**config.mk**
```make
export PLATFORM = sky130hd
export DESIGN_NAME = fifo_rd_stream
export DESIGN_NICKNAME = d
export VERILOG_FILES = /design/src/rtl/fifo_pkg.sv /design/src/rtl/rd_skid_queue.sv /design/src/rtl/fifo_rd_stream.sv
export SDC_FILE = /design/constraint.sdc
export NUM_CORES = 1
export LEC_CHECK = 0
export ABC_CLOCK_PERIOD_IN_PS = 5950
export BUFFER_PORTS_ARGS = -buffer_cell sky130_fd_sc_hd__clkbuf_2
export CORE_AREA = 4 4 115 117
export DETAILED_ROUTE_END_ITERATION = 8
export DIE_AREA = 0 0 119 121
export REMOVE_ABC_BUFFERS = 1
export SLEW_MARGIN = 25
export SYNTH_ARGS = -nofsm -noshare
export SYNTH_HDL_FRONTEND = slang
export SYNTH_SLANG_ARGS = --single-unit
export TNS_END_PERCENT = 20
```
**constraint.sdc**
```tcl
create_clock -name rclk -period 5.95 [get_ports rclk]
set_clock_uncertainty 0.1 [all_clocks]
set_input_delay 1.4875 -clock rclk [delete_from_list [all_inputs] [get_ports rclk]]
set_output_delay 1.4875 -clock rclk [all_outputs]
set_load 0.03 [all_outputs]
```
**src/rtl/fifo_pkg.sv**
```systemverilog
// Shared types and helpers for the async FIFO read/write domains.
// Pointers are ADDRSIZE+1 bits wide; Gray-to-binary conversion lives here.
package fifo_pkg;

   localparam int DATASIZE   = 8;
   localparam int ADDRSIZE   = 9;
   localparam int SKID_DEPTH = 3;

   typedef logic [ADDRSIZE:0] ptr_t;

   function automatic ptr_t gray2bin(input ptr_t g);
      ptr_t b;
      b[ADDRSIZE] = g[ADDRSIZE];
      for (int i = ADDRSIZE - 1; i >= 0; i--) begin
         b[i] = b[i+1] ^ g[i];
      end
      return b;
   endfunction

endpackage

```
**src/rtl/rd_skid_queue.sv**
```systemverilog
// Three-entry shift-style skid queue; entry 0 is always the head word.
// Simultaneous push and pop keeps the count and shifts the new word in behind the survivors.
module rd_skid_queue #(
   parameter int DATASIZE = fifo_pkg::DATASIZE
) (
   input  logic                rclk,
   input  logic                r_rst,
   input  logic                push,
   input  logic [DATASIZE-1:0] push_data,
   input  logic                pop,
   output logic [1:0]          qcount,
   output logic                head_valid,
   output logic [DATASIZE-1:0] head_data
);
   import fifo_pkg::*;

   logic [DATASIZE-1:0] entries [SKID_DEPTH];
   logic                pop_ok;
   logic                push_ok;
   logic [1:0]          wr_idx;

   assign head_valid = (qcount != 2'd0);
   assign head_data  = entries[0];
   assign pop_ok     = pop & head_valid;
   assign push_ok    = push & ((qcount != 2'(SKID_DEPTH)) | pop_ok);
   assign wr_idx     = pop_ok ? qcount - 2'd1 : qcount;

   // NOTE: the storage is only three words and the head drives m_data directly,
   // so it is reset to give m_data a defined zero out of reset.
   always_ff @(posedge rclk or posedge r_rst) begin
      if (r_rst) begin
         qcount <= 2'd0;
         for (int i = 0; i < SKID_DEPTH; i++) entries[i] <= '0;
      end else begin
         // NOTE: non-blocking assignments let the shift and the tail write
         // coexist; the later write to the same entry wins.
         if (pop_ok) begin
            for (int i = 0; i < SKID_DEPTH - 1; i++) entries[i] <= entries[i+1];
         end
         for (int i = 0; i < SKID_DEPTH; i++) begin
            if (push_ok && (wr_idx == 2'(i))) entries[i] <= push_data;
         end
         case ({push_ok, pop_ok})
            2'b10:   qcount <= qcount + 2'd1;
            2'b01:   qcount <= qcount - 2'd1;
            default: qcount <= qcount;
         endcase
      end
   end

endmodule

```
**src/rtl/fifo_rd_stream.sv**
```systemverilog
// Read-domain consumer: issues pops with a fixed one-cycle memory latency,
// buffers words in a skid queue and streams them out; also reports occupancy.
module fifo_rd_stream #(
   parameter int DATASIZE      = fifo_pkg::DATASIZE,
   parameter int ADDRSIZE      = fifo_pkg::ADDRSIZE,
   parameter int AEMPTY_THRESH = 4
) (
   input  logic                rclk,
   input  logic                r_rst,
   input  logic                rd_en,
   input  logic                rempty,
   input  logic [ADDRSIZE:0]   raddr,
   input  logic [ADDRSIZE:0]   wptr_sync,
   input  logic [DATASIZE-1:0] rdata,
   output logic                rinc,
   output logic                m_valid,
   output logic [DATASIZE-1:0] m_data,
   input  logic                m_ready,
   output logic [ADDRSIZE:0]   rlevel,
   output logic                almost_empty,
   output logic [31:0]         rd_count
);
   import fifo_pkg::*;

   localparam logic [ADDRSIZE:0] AE_THRESH = (ADDRSIZE + 1)'(AEMPTY_THRESH);

   logic              inflight;
   logic [1:0]        qcount;
   logic [2:0]        outstanding;
   logic              deliver;
   logic [ADDRSIZE:0] wbin;
   logic [ADDRSIZE:0] lvl_next;

   rd_skid_queue #(.DATASIZE(DATASIZE)) u_queue (
      .rclk       (rclk),
      .r_rst      (r_rst),
      .push       (inflight),
      .push_data  (rdata),
      .pop        (deliver),
      .qcount     (qcount),
      .head_valid (m_valid),
      .head_data  (m_data)
   );

   // Room is judged on queued plus outstanding words, so a landing word always fits.
   assign outstanding = {1'b0, qcount} + {2'b00, inflight};
   assign rinc        = rd_en & ~rempty & ~r_rst & (outstanding <= 3'd2);
   assign deliver     = m_valid & m_ready;

   assign wbin     = gray2bin(wptr_sync);
   assign lvl_next = wbin - raddr;

   always_ff @(posedge rclk or posedge r_rst) begin
      if (r_rst) begin
         inflight     <= 1'b0;
         rlevel       <= '0;
         almost_empty <= 1'b1;
         rd_count     <= 32'd0;
      end else begin
         inflight     <= rinc;
         rlevel       <= lvl_next;
         almost_empty <= (lvl_next <= AE_THRESH);
         if (deliver) rd_count <= rd_count + 32'd1;
      end
   end

endmodule

```
==> flow_summary.toml, run 1 <==
[status]
status = "finished clean"

[timing]
fin_tns_setup_ns = 0
period_minus_slack_ns = 4.916
slew_headroom_pct = 36.29
drv_slew = 0
hold_violations = 0
rsz0062_at_grt = "false"
period_share_pct = 82.62
max_slew.worst_pin.slew_ns = 0.9513
setup_viol = 0
fmax_ghz = 0.2034
worst_slack_ns = 1.034

[power]
p_total_uw = 1923
pwr-share-clk_pct = 26.2
ir_drop_mv = 0.1948
p_per_area_nw_per_um2 = 432.9
intPower_uw = 1212
net-switching-power_uw = 711.2
seqPwrFrac_pct = 36.7
total_leakage_power_uw = 0.002198
pwr-share-comb_pct = 37.1
swShare_pct = 36.99

[synthesis]
ys_ff_latch = 70
seq_area_frac_synth_pct = 48.99
ys_warn_count = 0
synth_top_flop_cell = "dfrtp_1"
synth_edf_count = 0
avgSynthCellArea_um2 = 10.94
syn-cell-area_um2 = 3578
syn_inst = 327
synth_top_area_share_pct = 48.25
ys_types = 46
synthTopCellsByArea = "dfrtp_1, xnor2_1, ha_1"
yosysTopAreaCell = "dfrtp_1"
synthArstFlopShare_pct = 100.0

[detailed_routing]
wl_mm = 7.232
drtIter0Drc = 73
vias_per_cell = 4.335
via_count = 2549
ant_nets = 0
first_pass_iters = 4
drc = 0
post_drt_wl_per_cell_um = 12.30

[clock_network]
post_cts_resized = 0
cts_tree = "yes"
cts_buffers = 9
hold_buffers = 0
clkSinkCount = 70
cts_buffer_depth = 2
htreeDepth = 3
clkTransAtPathRegs_ns = 0.06
root_buffer = "clkbuf_16"
postCtsSetupRepairBufs = 0
clk_latency_ns = 0.32

[critical_path]
crit_path_start_kind = "primary input"
cp_max_fo = 5
reg2reg_slack_ns = 2.57
startpoint = "wptr_sync[9]"
crit_type = "primary input to flop"
cp-end-kind = "flop"
arrival_ns = 5.07
required_ns = 6.10
reg2reg_from = "u_queue.qcount[0]"

[die]
core_um2 = 12360
start_util_pct = 28.94
rows = 41
ios = 86
die_area_um2 = 14400
die_x_um = 119
dieHeight_um = 121

[grt]
grt_pass1_vias = 2595
track_usage_pct = 10.75
grt_antenna_before_repair = 0
grt_first_pass_wirelength_mm = 12.56
grt_max_degree = 38
overflow = 0

[place]
globalplace.congestion = 0.7844
hpwlAfterDp_mm = 5.552
post-place-ws_ns = 0.6771
portBuffers = 85
dp_cells = 572

[finish]
area_delta_synth_final_pct = 24.13
drive_gt1_share_pct = 29.57
utilization_pct = 35.93
final_cells = 588
nNetsFinal = 460
n_fill_cell = 1247
multi_input_area_um2 = 1659
diodes = 0
seq_area_um2 = 1753

[worst_hold_path]
holdCritStartpoint = "rd_count[31]"
min_path_type = "flop to flop"

[job]
maxCapViolCount = 0
kinds of logic after synthesis:
kind of cell               Yosys count  synth area share (%)
AOI/OAI and AO/OA                   42                 7.169
xor gates and xnor gates            49                 13.15
buffers and inverters               37                 4.720
muxes                               25                 7.308
adders and majority gates           16                 5.804
DFF                                 70                 48.99
and+or+nand+nor                     88                 12.87
synthesized netlist by cell type, types with 8 or more instances:
cell type and instances:
dfrtp_1 69, xnor2_1 32, nor2_1 28, inv_1 23, a21oi_1 20, mux2i_1 16
ha_1 15, nand2_1 14, xor2_1 13, nand3_1 11, mux2_2 9, buf_4 8
nand4_1 8
routing by layer:
metal,GRT usage (%),wire [um],vias up
met5,0,0,-
met4,3.765,95,0
met3,3.776,480,7
met2,17.03,3395,60
met1,13.62,3261,1206
li1,-,-,1276
worst max-delay path: stages:
cell	delay, ns
clkbuf_2	0.11
xor2_2	0.23
xnor2_2	0.15
xor2_1	0.23
xor2_1	0.30
xnor2_2	0.17
xnor2_4	0.24
xnor2_1	0.15
ha_1	0.26
nor2b_4	0.13
o31a_1	0.27
o31a_1	0.26
o31a_1	0.27
xor2_1	0.17
or4_4	0.53
nor3_2	0.11
path summary, 6_finish.rpt:
kind                                        end  cells past startpoint
setup reg to reg                   rd_count[24]                      9
setup / recovery                   almost_empty                     16
min in group asynchronous           rd_count[4]                      2
hold / removal                     rd_count[31]                      1
max in group asynchronous  u_queue.head_data[7]                      3
hold reg to reg                    rd_count[31]                      1
through the flow:
| step | hold WS, ns | instance area, um2 |
|---|---|---|
| 2_1_floorplan | 0.3792 | 3496 |
| 3_3_place_gp | 0.3638 | 4154 |
| 3_5_place_dp | 0.3712 | 4154 |
| 4_1_cts | 0.3807 | 4442 |
| 5_1_grt | 0.3988 | 4442 |
| 6_report | 0.3783 | 4442 |
cell usage in the layout, fill, tap and decap left out, types with 2 or more instances in the layout:
| master | count |
|---|---|
| dfrtp_1 | 69 |
| o31a_1 | 3 |
| a21oi_1 | 20 |
| xor2_1 | 13 |
| clkinv_2 | 2 |
| nand4_1 | 8 |
| clkbuf_8 | 3 |
| xnor2_1 | 32 |
| clkbuf_2 | 85 |
| mux2_2 | 9 |
| clkbuf_16 | 9 |
| nor2_1 | 28 |
| mux2i_1 | 16 |
| nor3_2 | 2 |
| nand3_1 | 11 |
| xnor2_2 | 2 |
| nor3_1 | 3 |
| ha_1 | 15 |
| inv_1 | 22 |
| buf_4 | 2 |
| nand2_1 | 14 |
| o21ai_0 | 6 |
| or4_1 | 4 |
| o21a_1 | 4 |
| and3_1 | 7 |
layout make-up:
class / instances / share of cell area [%]
Tap cell: 172 / 4.845
Clock buffer: 13 / 6.085
Clock inverter: 3 / 0.3944
Inverter: 23 / 1.944
Sequential cell: 70 / 39.46
Multi-Input combinational cell: 220 / 37.35
Timing Repair Buffer: 87 / 9.915
sequential cells by signal, summed over array words and instances, names as in the netlist:
name	cells
rd_count	32
u_queue.entries	16
rlevel	10
u_queue.head_data	8
u_queue.qcount	2
almost_empty	1
inflight	1
power by group through the flow:
stage	clock network [uW]	logic (uW)	registers, uW
floorplan	0	393	845
global placement	0	701	710
detailed placement	0	723	713
CTS	522	724	708
global route	545	797	727
finish	504	714	705
No activity file was read; power rests on OpenSTA's default activity.
==> run 2, diff against run 1 <==
Settings changed: ABC_AREA from default to 1, ABC_CLOCK_PERIOD_IN_PS 5950 to 4000, CORE_AREA 4 4 115 117 to 4 4 118 120, DIE_AREA 0 0 119 121 to 0 0 122 124.
Clock period 5.95 ns to 4 ns, I/O delays scaled along.
==> run 2 against run 1 <==
Combinational power rose by 24%. Critical path depth increased by 10. Via count increased by 26%. Setup slack lost 0.61 ns. Count of clock-buffer cells in the layout decreased by 3. Flip-flop and latch count stayed put. Die area grew 5.1%. Power increased by 42%. Clock power is 62% higher. Global-route usage grew 1.1 points.
==> flow_summary.toml, run 2 <==
[power]
seqPwrFrac_pct = 37.6
pwr-share-comb_pct = 32.5
total_leakage_power_uw = 0.002525
p_total_uw = 2721
net-switching-power_uw = 1025
ir_drop_mv = 0.2065
intPower_uw = 1696
pwr-share-clk_pct = 29.9
p_per_area_nw_per_um2 = 570.4
swShare_pct = 37.68

[timing]
setup_viol = 0
max_slew.worst_pin.slew_ns = 0.7645
drv_slew = 0
fin_tns_setup_ns = 0
rsz0062_at_grt = "false"
period_minus_slack_ns = 3.579
hold_violations = 0
slew_headroom_pct = 48.91
period_share_pct = 89.47
fmax_ghz = 0.2794
worst_slack_ns = 0.4211

[synthesis]
ys_top_cells_by_count = "inv_1, dfrtp_1, nand2_1"
syn-cell-area_um2 = 3825
synth_top_area_share_pct = 45.14
yosysMostFrequentCell = "inv_1"
avgSynthCellArea_um2 = 8.654
ys_ff_latch = 70
synthTopCellsByArea = "dfrtp_1, nand3_1, inv_1"
syn_inst = 442
seq_area_frac_synth_pct = 45.83
synth_edf_count = 0
yosysTopAreaCell = "dfrtp_1"
synthArstFlopShare_pct = 100.0
ys_warn_count = 0
ys_types = 37
synth_top_flop_cell = "dfrtp_1"

[die]
die_area_um2 = 15130
ios = 86
rows = 42
die_x_um = 122
dieHeight_um = 124
core_um2 = 12980
start_util_pct = 29.47

[finish]
final_cell_mix = "clkbuf_2, inv_1, dfrtp_1"
drive_gt1_share_pct = 25.33
diodes = 0
stdcell_area_um2 = 4771
largest_register_ffs = 32
final_cells = 709
n_fill_cell = 1319
final_common_cell = "clkbuf_2"
reg.largest.list = "rd_count x32, u_queue.entries x16, rlevel x10"
nNetsFinal = 577
regMostFlops = "rd_count"
area_delta_synth_final_pct = 24.73

[critical_path]
slowest_stage = "fa_2"
critPathBufInv = 4
crit_path_start_kind = "primary input"
cp-end-kind = "flop"
arrival_ns = 3.71
cpLargestDelayFamily = "simple AND/OR/NAND/NOR gates"
startpoint = "wptr_sync[9]"
required_ns = 4.13
crit_type = "primary input to flop"
cp_max_fo = 4
crit_top_cell = "nand2_1"
reg2reg_from = "u_queue.qcount[1]"
critPathMaxStageDelay_ns = 0.36

[place]
globalplace.congestion = 0.7705
placed_area_um2 = 4414
portBuffers = 85
post-place-ws_ns = -0.1359
hpwlAfterDp_mm = 6.551
dp_cells = 691

[detailed_routing]
vias_per_cell = 4.522
drtIter0Drc = 167
post_drt_wl_per_cell_um = 12.15
ant_nets = 0
wl_mm = 8.617
drc = 0
via_count = 3206
first_pass_iters = 4

[worst_hold_path]
holdCritStartpoint = "rd_count[31]"
min_path_type = "flop to flop"

[grt]
grt_pass1_vias = 3113
track_usage_pct = 11.85
grt_antenna_before_repair = 0
use_met2_pct = 19.03
gr-usage-met1_pct = 14.58
busiest_layer = "met2"
overflow = 0
grt_util_met3_pct = 3.633
grt_max_degree = 36
grt_first_pass_wirelength_mm = 14.24

[status]
status = "finished clean"

[clock_network]
cts_buffer_depth = 2
cts_tree = "yes"
hold_buffers = 0
clkTransAtPathRegs_ns = 0.06
root_buffer = "clkbuf_16"
htreeDepth = 3
cts_buffers = 9
clkSinkCount = 70
clk_latency_ns = 0.33

[job]
maxCapViolCount = 0
==> run 2: changes by cell type after synthesis, sizes merged, moves of 10 or more <==
cell | before | now
nand2 | 14 | 74
inv | 23 | 76
nand3 | 11 | 63
xnor2 | 35 | 16
o211ai | 0 | 17
mux2i | 16 | 0
a21oi | 20 | 10
==> run 2: final timing paths <==
check	endpoint	slack [ns]	cells past startpoint
worst min-delay path	rd_count[31]	0.37	1
worst max register to register	u_queue.head_data[0]	1.32	8
max in group asynchronous	u_queue.entries[3]	2.24	3
min in group asynchronous	inflight	0.67	2
worst min register to register	rd_count[31]	0.37	1
worst max-delay path	rlevel[8]	0.42	26
==> run 2: power by group through the flow <==
stage	sequential, uW	combinational [uW]	clock (uW)
global route	1050	982	872
floorplan	1200	442	0
finish	1020	884	814
CTS	1020	886	842
detailed placement	1030	882	0
global placement	1030	857	0
==> run 2: final cells by class <==
class	count	area [um2]	share of cell area (%)
Clock buffer	10	239.0	5.009
Clock inverter	6	70.07	1.469
Inverter	76	285.3	5.980
Multi-Input combinational cell	279	1725	36.17
Sequential cell	70	1753	36.74
Tap cell	176	220.2	4.616
Timing Repair Buffer	92	478.0	10.02
==> run 2: repair_timing <==
action,in CTS,in global routing
endpoints found under the hold margin,0,0
resized for setup,0,11
endpoints found under the setup margin,0,4
setup buffers,0,2
==> run 2: cells by family (layout without fill, tap and decap cells) <==
logic type / after synthesis / in the layout / share of synthesized area [%]
XOR/XNOR: 34 / 34 / 7.785
AND/OR/NAND/NOR: 180 / 180 / 22.96
buffers and inverters: 93 / 184 / 9.912
flip-flops: 70 / 70 / 45.83
adder cells (fa/ha/maj): 16 / 16 / 5.430
AO/OA/AOI/OAI: 49 / 49 / 8.080
==> run 2: per-stage QoR <==
| step | util [%] | hold slack [ns] |
|---|---|---|
| 5_1_grt | 36.76 | 0.4006 |
| 3_5_place_dp | 34.01 | 0.3645 |
| 4_1_cts | 36.39 | 0.3767 |
| 2_1_floorplan | - | 0.3538 |
| 6_report | 36.76 | 0.3702 |
| 3_3_place_gp | 34.01 | 0.3633 |
==> run 2: routing by layer <==
layer  up-vias  wire (um)
met3         9        558
met1      1505       3862
met2        86       4027
met5         -          0
met4         0        168
li1       1606          -
==> run 3, diff against run 2 <==
--- a/config.mk
+++ b/config.mk
@@ -10,6 +10,7 @@
 export BUFFER_PORTS_ARGS = -buffer_cell sky130_fd_sc_hd__clkbuf_2
-export CORE_AREA = 4 4 118 120
+export CORE_AREA = 2 2 116 118
 export DETAILED_ROUTE_END_ITERATION = 8
-export DIE_AREA = 0 0 122 124
+export DIE_AREA = 0 0 118 120
 export REMOVE_ABC_BUFFERS = 1
+export SKIP_CTS_REPAIR_TIMING = 1
 export SLEW_MARGIN = 25
==> constraint.sdc (replaced) <==
create_clock -name rclk -period 4 [get_ports rclk]
set_clock_uncertainty 0.1 [all_clocks]
set_input_delay 0.4 -clock rclk [delete_from_list [all_inputs] [get_ports rclk]]
set_output_delay 0.4 -clock rclk [all_outputs]
set_load 0.03 [all_outputs]
==> run 3 against run 2 <==
Setup slack improved by 0.27 ns. Count of clock-buffer cells in the layout rose by 5. Global-route usage rose by 0.61 points. Sequential share of layout area rose by 0.72 points.
==> flow_summary.toml, run 3 (synthesized netlist as in run 2, its figures left out) <==
[power]
p_per_area_nw_per_um2 = 566.4
pwr-share-comb_pct = 32.5
seqPwrFrac_pct = 38.3
pwr-share-clk_pct = 29.2
swShare_pct = 36.61
total_leakage_power_uw = 0.002489
ir_drop_mv = 0.1892
net-switching-power_uw = 970.4
intPower_uw = 1680

[die]
die_area_um2 = 14160
dieHeight_um = 120
die_x_um = 118
core_um2 = 12980
ios = 86
rows = 42
start_util_pct = 29.47

[finish]
largest_register_ffs = 32
reg.largest.list = "rd_count x32, u_queue.entries x16, rlevel x10"
drive_gt1_share_pct = 21.97
final_common_cell = "clkbuf_2"
nNetsFinal = 572
diodes = 0
final_cell_mix = "clkbuf_2, inv_1, dfrtp_1"
area_delta_synth_final_pct = 22.34
regMostFlops = "rd_count"

[clock_network]
cts_buffer_depth = 2
clkTransAtPathRegs_ns = 0.05
clk_latency_ns = 0.33
cts_tree = "yes"
root_buffer = "clkbuf_16"
htreeDepth = 3
cts_buffers = 9
clkSinkCount = 70

[timing]
max_slew.worst_pin.slew_ns = 0.7418
rsz0062_at_grt = "false"
fmax_ghz = 0.3023
whs_ns = 0.09107
hold_violations = 0
drv_slew = 0
period_share_pct = 82.70
setup_viol = 0
slew_headroom_pct = 50.43
fin_tns_setup_ns = 0
period_minus_slack_ns = 3.308

[place]
globalplace.congestion = 0.8049
hpwlAfterDp_mm = 6.232
portBuffers = 85

[critical_path]
crit_type = "primary input to flop"
cp_max_fo = 4
cp-end-kind = "flop"
arrival_ns = 3.47
required_ns = 4.16
ff2ff_path_depth = 10
crit_path_start_kind = "primary input"

[detailed_routing]
via_count = 3194
ant_nets = 0
wl_met3_um = 536
drc = 0
dr.max_layer_used = "met4"
first_pass_iters = 4
drtIter0Drc = 182
wl_mm = 8.249
route.met2.wl_mm = 3.811
post_drt_wl_per_cell_um = 11.72
vias_per_cell = 4.537
drt-met1-wl_mm = 3.779

[grt]
grt_pass1_vias = 3140
grt_max_degree = 37
grt_first_pass_wirelength_mm = 14.24
track_usage_pct = 12.46
grt_antenna_before_repair = 0
overflow = 0

[status]
status = "finished clean"

[job]
maxCapViolCount = 0

[worst_hold_path]
min_path_type = "primary input to async pin"
## run 3: final cells by class
cell class | count | area (um2)
Fill cell | 1353 | 8300
Clock buffer | 15 | 257.7
Clock inverter | 1 | 30.03
Tap cell | 176 | 220.2
Inverter | 76 | 285.3
Timing Repair Buffer | 87 | 440.4
Sequential cell | 70 | 1753
Multi-Input combinational cell | 279 | 1693
## run 3: power groups by stage
stage          Sequential (uW)  Clock [uW]  Combinational (uW)
2_1_floorplan             1200           0                 442
3_3_place_gp              1030           0                 847
3_5_place_dp              1030           0                 869
4_1_cts                   1020         802                 873
5_1_grt                   1040         834                 962
6_report                  1020         774                 860
## run 3: critical path, cell delays in order
cell      delay, ns
clkbuf_2       0.12
inv_1          0.06
nand2_1        0.07
nand3_1        0.12
nand2_1        0.12
nand2_1        0.07
nand3_1        0.11
nand2_1        0.10
nand2_1        0.08
nand3_1        0.10
nand2_1        0.13
nand2_1        0.10
nand2_1        0.10
nand2_1        0.06
nand3_1        0.06
nand2_1        0.05
ha_1           0.22
fa_1           0.42
nor2_1         0.11
o21ai_0        0.11
nand2_1        0.10
nand2_1        0.07
nand2_1        0.07
a21oi_1        0.07
xor2_1         0.20
nand4_1        0.14
nor2_1         0.11
## run 3: worst paths after layout
| path | startpoint | to | slack, ns |
|---|---|---|---|
| max in group asynchronous | r_rst | rd_count[29] | 2.74 |
| min in group rclk | rd_en | inflight | 0.22 |
| hold / removal | r_rst | inflight | 0.09 |
| setup reg to reg | u_queue.qcount[0] | u_queue.head_data[7] | 0.98 |
| hold reg to reg | rd_count[31] | rd_count[31] | 0.37 |
| setup / recovery | wptr_sync[9] | almost_empty | 0.69 |
## run 3: stage by stage
step                      std cells  instance area [um2]  setup slack, ns  power, uW  utilization, %
after floorplan                 425                 3731           0.9355       1642               -
after global placement          688                 4392           0.6213       1872           33.83
after detailed placement        688                 4392           0.3894       1899           33.83
after CTS                       704                 4679           0.7386       2694           36.05
after global routing            704                 4679           0.2789       2837           36.05
final                           704                 4679           0.6922       2651           36.05
## run 3: layer usage
| layer | vias to the layer above | global-route usage [%] |
|---|---|---|
| li1 | 1592 | - |
| met1 | 1509 | 15.08 |
| met2 | 84 | 20.39 |
| met3 | 9 | 4.420 |
| met4 | 0 | 4.744 |
| met5 | - | 0 |
